$ cat src/rtl/reaction_history_regfile_pkg.sv
// Shared types and constants for the reaction-time history bank, selector and display path.
package reaction_history_regfile_pkg;

  localparam int WIDTH = 13;
  localparam int DEPTH = 8;
  localparam int PTR_W = 3;
  localparam int CNT_W = 4;
  localparam logic [WIDTH-1:0] EMPTY_BEST = 13'h1FFF;

  typedef logic [WIDTH-1:0] rt_word_t;

  typedef struct packed {
    logic             vld;
    rt_word_t         val;
    logic [PTR_W-1:0] idx;
  } min_cand_t;

  // a is always the lower-index candidate, so "<=" keeps ties on the lowest slot
  function automatic min_cand_t pick_min(input min_cand_t a, input min_cand_t b);
    pick_min = (a.vld && (!b.vld || a.val <= b.val)) ? a : b;
  endfunction

endpackage

$ cat src/rtl/reaction_history_regfile_min_finder8.sv
// Combinational minimum over eight masked words; lowest index wins ties, EMPTY_BEST/0 when none valid.
module min_finder8
  import reaction_history_regfile_pkg::*;
(
  input  logic [DEPTH-1:0][WIDTH-1:0] words,
  input  logic [DEPTH-1:0]            valid,
  output logic [WIDTH-1:0]            min_val,
  output logic [PTR_W-1:0]            min_idx
);

  min_cand_t lvl0 [DEPTH];
  min_cand_t lvl1 [DEPTH/2];
  min_cand_t lvl2 [DEPTH/4];
  min_cand_t root;

  always_comb begin
    for (int i = 0; i < DEPTH; i++) begin
      lvl0[i].vld = valid[i];
      lvl0[i].val = words[i];
      lvl0[i].idx = PTR_W'(i);
    end
    for (int i = 0; i < DEPTH/2; i++) lvl1[i] = pick_min(lvl0[2*i], lvl0[2*i+1]);
    for (int i = 0; i < DEPTH/4; i++) lvl2[i] = pick_min(lvl1[2*i], lvl1[2*i+1]);
    root = pick_min(lvl2[0], lvl2[1]);
  end

  assign min_val = root.vld ? root.val : EMPTY_BEST;
  assign min_idx = root.vld ? root.idx : '0;

endmodule

$ cat src/rtl/reaction_history_regfile.sv
// Eight-slot circular history of reaction times with valid count and registered best (min) tracking.
module reaction_history_regfile
  import reaction_history_regfile_pkg::*;
(
  input  logic             Clock,
  input  logic             Reset,
  input  logic             WrEn,
  input  logic [WIDTH-1:0] WrData,
  input  logic             Clear,
  output logic [WIDTH-1:0] W0,
  output logic [WIDTH-1:0] W1,
  output logic [WIDTH-1:0] W2,
  output logic [WIDTH-1:0] W3,
  output logic [WIDTH-1:0] W4,
  output logic [WIDTH-1:0] W5,
  output logic [WIDTH-1:0] W6,
  output logic [WIDTH-1:0] W7,
  output logic [PTR_W-1:0] WrPtr,
  output logic [CNT_W-1:0] Count,
  output logic             Full,
  output logic [WIDTH-1:0] Best,
  output logic [PTR_W-1:0] BestIdx
);

  logic [DEPTH-1:0][WIDTH-1:0] entry_q, entry_nxt;
  logic [DEPTH-1:0]            valid_q, valid_nxt;
  logic [PTR_W-1:0]            ptr_q, ptr_nxt;
  logic [CNT_W-1:0]            cnt_q, cnt_nxt;
  logic                        full_q;
  logic [WIDTH-1:0]            best_q, best_nxt;
  logic [PTR_W-1:0]            best_idx_q, best_idx_nxt;

  always_comb begin
    entry_nxt = entry_q;
    valid_nxt = valid_q;
    ptr_nxt   = ptr_q;
    cnt_nxt   = cnt_q;
    if (Clear) begin
      entry_nxt = '0;
      valid_nxt = '0;
      ptr_nxt   = '0;
      cnt_nxt   = '0;
    end else if (WrEn) begin
      entry_nxt[ptr_q] = WrData;
      valid_nxt[ptr_q] = 1'b1;
      ptr_nxt          = ptr_q + PTR_W'(1);
      cnt_nxt          = (cnt_q == CNT_W'(DEPTH)) ? cnt_q : cnt_q + CNT_W'(1);
    end
  end

  // Best is evaluated on next-state contents so it reflects a write on the same edge
  min_finder8 u_min_finder (
    .words   (entry_nxt),
    .valid   (valid_nxt),
    .min_val (best_nxt),
    .min_idx (best_idx_nxt)
  );

  always_ff @(posedge Clock or posedge Reset) begin
    if (Reset) begin
      entry_q    <= '0;
      valid_q    <= '0;
      ptr_q      <= '0;
      cnt_q      <= '0;
      full_q     <= 1'b0;
      best_q     <= EMPTY_BEST;
      best_idx_q <= '0;
    end else begin
      entry_q    <= entry_nxt;
      valid_q    <= valid_nxt;
      ptr_q      <= ptr_nxt;
      cnt_q      <= cnt_nxt;
      full_q     <= (cnt_nxt == CNT_W'(DEPTH));
      best_q     <= best_nxt;
      best_idx_q <= best_idx_nxt;
    end
  end

  assign W0      = entry_q[0];
  assign W1      = entry_q[1];
  assign W2      = entry_q[2];
  assign W3      = entry_q[3];
  assign W4      = entry_q[4];
  assign W5      = entry_q[5];
  assign W6      = entry_q[6];
  assign W7      = entry_q[7];
  assign WrPtr   = ptr_q;
  assign Count   = cnt_q;
  assign Full    = full_q;
  assign Best    = best_q;
  assign BestIdx = best_idx_q;

endmodule
$ cat config.mk
export PLATFORM = sky130hd
export DESIGN_NAME = reaction_history_regfile
export DESIGN_NICKNAME = d
export VERILOG_FILES = /design/src/rtl/reaction_history_regfile_pkg.sv /design/src/rtl/reaction_history_regfile_min_finder8.sv /design/src/rtl/reaction_history_regfile.sv
export SDC_FILE = /design/constraint.sdc
export NUM_CORES = 1
export LEC_CHECK = 0
export CORE_MARGIN = 5
export CORE_UTILIZATION = 50
export DETAILED_ROUTE_END_ITERATION = 10
export PLACE_DENSITY = 0.75
export SLEW_MARGIN = 15
export SYNTH_ARGS = -nofsm -noshare
export SYNTH_HDL_FRONTEND = slang
export SYNTH_HIERARCHICAL = 1
export SYNTH_SLANG_ARGS = --single-unit
export TNS_END_PERCENT = 10
$ cat constraint.sdc
create_clock -name Clock -period 9.2 [get_ports Clock]
set_input_delay 1.84 -clock Clock [delete_from_list [all_inputs] [get_ports Clock]]
set_output_delay 1.84 -clock Clock [all_outputs]
set_load 0.01 [all_outputs]
* Word level (Yosys, flattened, before mapping)
Cells that the tools add are included.
** Storage, ports and cells
- Bits in registers :: 136
- Input bits :: 17
- Output and inout port bits :: 128
- Logic and storage cells :: 74
** Cells by class
- $add $sub $neg :: 2
- Order comparisons :: 9
- Equal/unequal tests :: 2
- Mux-type cells :: 23
- Bitwise gates (word level) :: 1
- Reduce and logical (&&, ||, !) cells :: 23
** Operators with widths (count)
- $mux W104 :: 2
- $mux W17 :: 7
- $bwmux W104 :: 1
- $le A13 B13 Y1 :: 7
- $demux W13 S3 :: 1
- $mux W13 :: 2
- $mux W8 :: 2
- $mux W4 :: 3
- $mux W3 :: 3
- $eq A4 B4 Y1 const B :: 2
- $logic_and A1 B1 Y1 :: 8
- $or A8 B8 Y8 :: 1
- $logic_not A1 Y1 :: 7
- $logic_or A1 B1 Y1 :: 7
- $add A4 B1 Y4 const B :: 1
- $lt A3 B4 Y1 const B :: 1
- $add A3 B1 Y3 const B :: 1
- $demux W1 S3 :: 1
- $ge A3 B1 Y1 const B :: 1
- $reduce_bool A2 Y1 :: 1
- $mux W1 :: 1

* Depth between registers and ports, before layout
- Word-level depth :: 20
- Mapped depth :: 33
- Gate-level depth less buffers :: 27

* Cells and area by module
Netlist, hierarchy kept.
** By module, submodules not included
- reaction_history_regfile :: times used 1, cells each 561, area each 5439.0 µm², sequential area each 3419.5 µm²
- min_finder8 :: times used 1, cells each 578, area each 4100.2 µm², sequential area each 0.0 µm²

* Least setup slack after synthesis
No wires, ideal clock.
- Path kind :: in2reg
- Start :: in WrEn
- End :: reg best_q[0] (netlist: Best[0])
- Setup time :: 0.068 ns
- Arrival time :: 7.809 ns
- Required time :: 9.132 ns
- Path slack :: 1.323 ns
- Cell stages on the path :: 33
- Buffers on the path :: 6
- Cells stage by stage :: buf_4 buf_4 nand4b_1 buf_2 nand2_1 a21oi_1 inv_1 ha_1 a21oi_1 a21boi_0 o31ai_1 and4_1 buf_1 o32a_1 inv_1 ha_1 a21o_1 a21o_1 a221oi_1 nor2_1 nor3_4 buf_4 mux2i_1 inv_1 ha_1 a21o_1 a21o_1 a21oi_1 o21ai_0 o31a_1 nand2_1 clkbuf_8 a2bb2oi_2
** RTL lines
- start: declaration :: RTL line reaction_history_regfile.sv:7 : input logic WrEn,
- end signal: assignment :: RTL line reaction_history_regfile.sv:74 : best_q <= best_nxt;
- end: declaration :: RTL line reaction_history_regfile.sv:30 : logic [WIDTH-1:0] best_q, best_nxt;

==> impl_metrics.toml <==
[outcome]
outcome = "completed"

[grt]
global_route_wire_length_before_repair_um = 47010
grt_pass1_vias = 8431
grt_usage_pct = 27.36
globalRouteOverflowTotal = 0
grt_start_max_net_pins = 95
antenna_found_initial = 0

[logic_synthesis]
synth_fp_nets = 1250
synth-edff-count = 0
post-synth-top-area-cell = "dfrtp_1"
synth_seq_area_share_pct = 35.85
synth-main-ff-cell = "dfrtp_1"
post_synth_fa_ha_maj_area_fraction_pct = 12.33
compound_gate_fraction_of_synth_area_pct = 19.19
yosys_warnings = 6
synth_cells = 1139
largest_family_of_logic_cells_by_synthesized_area = "compound AO/OA/AOI/OAI gates"
synth_top_cells_by_area = "dfrtp_1 32%, ha_1 12%, nand2_1 11%"
synthDistinctLibCells = 68
syn_area_per_cell_um2 = 8.375
ys_seq_elements = 136
synth_top_area_share_pct = 32.27
netlist_area_um2 = 9539
synth_xor_xnor_area_share_pct = 0.2754
yosys-mux-area-fraction_pct = 3.397
async_flop_share_pct = 100.0
synthSimpleGateAreaFrac_pct = 18.35

[clocking]
insertion_delay_ps = 430
clkSinkCount = 136
clock_transition_at_the_registers_of_the_reported_paths_ps = 60
tritoncts.num_buffers = 17
post_cts_buffers = 0
cts-htree-levels = 4
tritoncts = "built"
cts_root_buffer = "clkbuf_16"
clock_tree.buffer_depth = 2

[power]
power_density_nw_per_um2 = 150.2
power.total_w = 0.001775
leakage_power_of_the_design_nw = 4.942
peakVddDrop_mv = 0.1454

[sta]
report.final.slew_viol_count = 0
min_period_over_period_pct = 95.67
finalHoldViolCount = 0
setup_total_negative_slack_ps = 0
setup-violations-final = 0
postLayoutSetupSlackWorst_ps = 398.3
relSlewSlack_pct = 34.18
tightest_slew_ps = 987.3
grt_setup_unrepaired = "false"
fmaxAchievable_mhz = 113.6
period_minus_ws_final_ps = 8802
clock-skew-final_ps = 8.880

[place]
place.port_buffers = 144
preCtsSetupSlack_ps = 151.8
gpl.final_weighted_congestion = 0.9385
dpl.hpwl_um = 22630

[worst_setup_path]
slowest_cell_delay_on_critical_path_ps = 700
required_ps = 9570
path_max_fanout = 14
crit_path_end_kind = "flop"
crit_type = "input port to flop"
cpMaxStageDelayCell = "or4b_1"
critPathLaunchType = "input port"
cpLargestDelayFamily = "compound AO/OA/AOI/OAI gates"
cp.arrival_ps = 9170
cp_num_buf_inv = 4

[final_layout]
layout_area_overhead_pct = 23.90
nets = 1389
final_layout_size_suffix_gt1_share_pct = 10.22
antenna-diode-count = 0
fin_util_pct = 62.97

[die]
start_util_pct = 50.83
fp.dieArea_um2 = 21940
dieWidth_um = 148.1
die_outline_height_um = 148.1
top_level_ports = 145
floorplan.core_area_um2 = 18770
placement_rows = 50

[flow_run]
number_of_max_cap_violations = 0

[drt]
viasPerCell = 5.858
dr_total_vias = 8934
drcViolationCount = 0
routed_wire_length_per_instance_um = 19.76
drt_iter0_markers = 788
finalWirelength_um = 30140
antenna_left = 0
router_iterations_before_antenna_repair = 5

[min_path]
holdCritPathClass = "flop to flop"
synth_stat cells, drive strengths merged (4+ instances only):
library cell	instances
nand2	279
inv	150
a21oi	134
dfrtp	123
ha	94
nor2	45
buf	39
clkbuf	33
o32ai	27
o32a	24
nand4	19
mux2	16
mux2i	14
dfstp	13
o22a	12
a21o	9
o21a	9
a31oi	6
nand2b	6
nand3	6
o21ai	6
and4	5
nor2b	5
o211ai	5
a21boi	4
nand4b	4
nor3	4
o31ai	4
o41ai	4
report_power, final:
part | internal (W) | total, W | switching (W)
Sequential | 0.000652 | 0.000676 | 0.0000242
Clock | 0.000468 | 0.000740 | 0.000272
Combinational | 0.000162 | 0.000359 | 0.000196
registers in the layout (all words and copies together) (netlist names):
register	cells
W1	13
Full	1
W7	13
W4	13
W0	13
W5	13
W6	13
WrPtr	3
Count	4
BestIdx	3
W2	13
W3	13
Best	13
valid_q	8
cell families after synthesis:
group,after synthesis
multiplexers,30
AO/OA/AOI/OAI,261
AND/OR/NAND/NOR,393
flip-flops,136
adder cells (fa/ha/maj),94
buffers and inverters,222
XOR/XNOR,3
worst reg2reg max path: cells and delay by family (launching register included):
family / cells / cell delay (ps)
muxes: 1 / 370
and+or+nand+nor: 5 / 1270
AOI/OAI and AO/OA: 15 / 3530
buffers and inverters: 4 / 670
DFF: 1 / 740
adders and majority gates: 3 / 820
path summary, 6_finish.rpt:
| check | cells after the start | end | slack, ps | startpoint |
|---|---|---|---|---|
| min reg2reg | 2 | W0[0] | 550 | W0[0] |
| max | 27 | Best[9] | 400 | WrEn |
| max in group asynchronous | 3 | W2[12] | 5960 | Reset |
| min in group asynchronous | 2 | W6[1] | 1860 | Reset |
| max reg2reg | 28 | Best[9] | 1760 | WrPtr[0] |
| min | 2 | W0[0] | 550 | W0[0] |
final cells by class:
cell class                      instances  area [um^2]
Clock inverter                         11        170.2
Sequential cell                       136         3420
Tap cell                              234        292.8
Inverter                              150        568.0
Timing Repair Buffer                  192         1799
Multi-Input combinational cell        781         5109
Fill cell                            1602         6949
Clock buffer                           21        460.4
layout by cell type (no fill, tap or decap), types with 4 or more instances in the layout:
cell type	instances
a21o_1	9
a21oi_1	134
and4_1	4
buf_4	49
bufinv_16	4
clkbuf_16	17
clkdlybuf4s50_1	143
dfrtp_1	123
dfstp_2	13
ha_1	94
inv_1	149
mux2_2	15
mux2i_1	14
nand2_1	279
nand2b_1	6
nand3_1	6
nand4_1	17
nand4b_1	4
nor2_1	45
nor2b_1	5
o211ai_1	5
o21a_1	9
o21ai_0	6
o22a_1	12
o32a_1	23
o32ai_1	27
layer usage:
layer	vias up	routed length, um	global-route usage, %
met5	-	0	0
met4	0	904	9.330
met2	451	13190	41.47
li1	4159	-	-
met1	4260	13210	39.43
met3	64	2843	5.332
stage by stage:
stage | hold WS, ps | std cells | cell area [um^2]
5_1_grt | 586.5 | 1525 | 11820
3_3_place_gp | 540.7 | 1493 | 11190
4_1_cts | 550.9 | 1525 | 11820
3_5_place_dp | 542.2 | 1493 | 11190
6_report | 550.4 | 1525 | 11820
2_1_floorplan | 476.9 | 1139 | 9539
repair_timing:
action,4_1_cts,5_1_grt
gates resized for setup,0,2
setup endpoints to repair,0,8
hold buffers,0,0
Power figures use the tool's default switching activity.
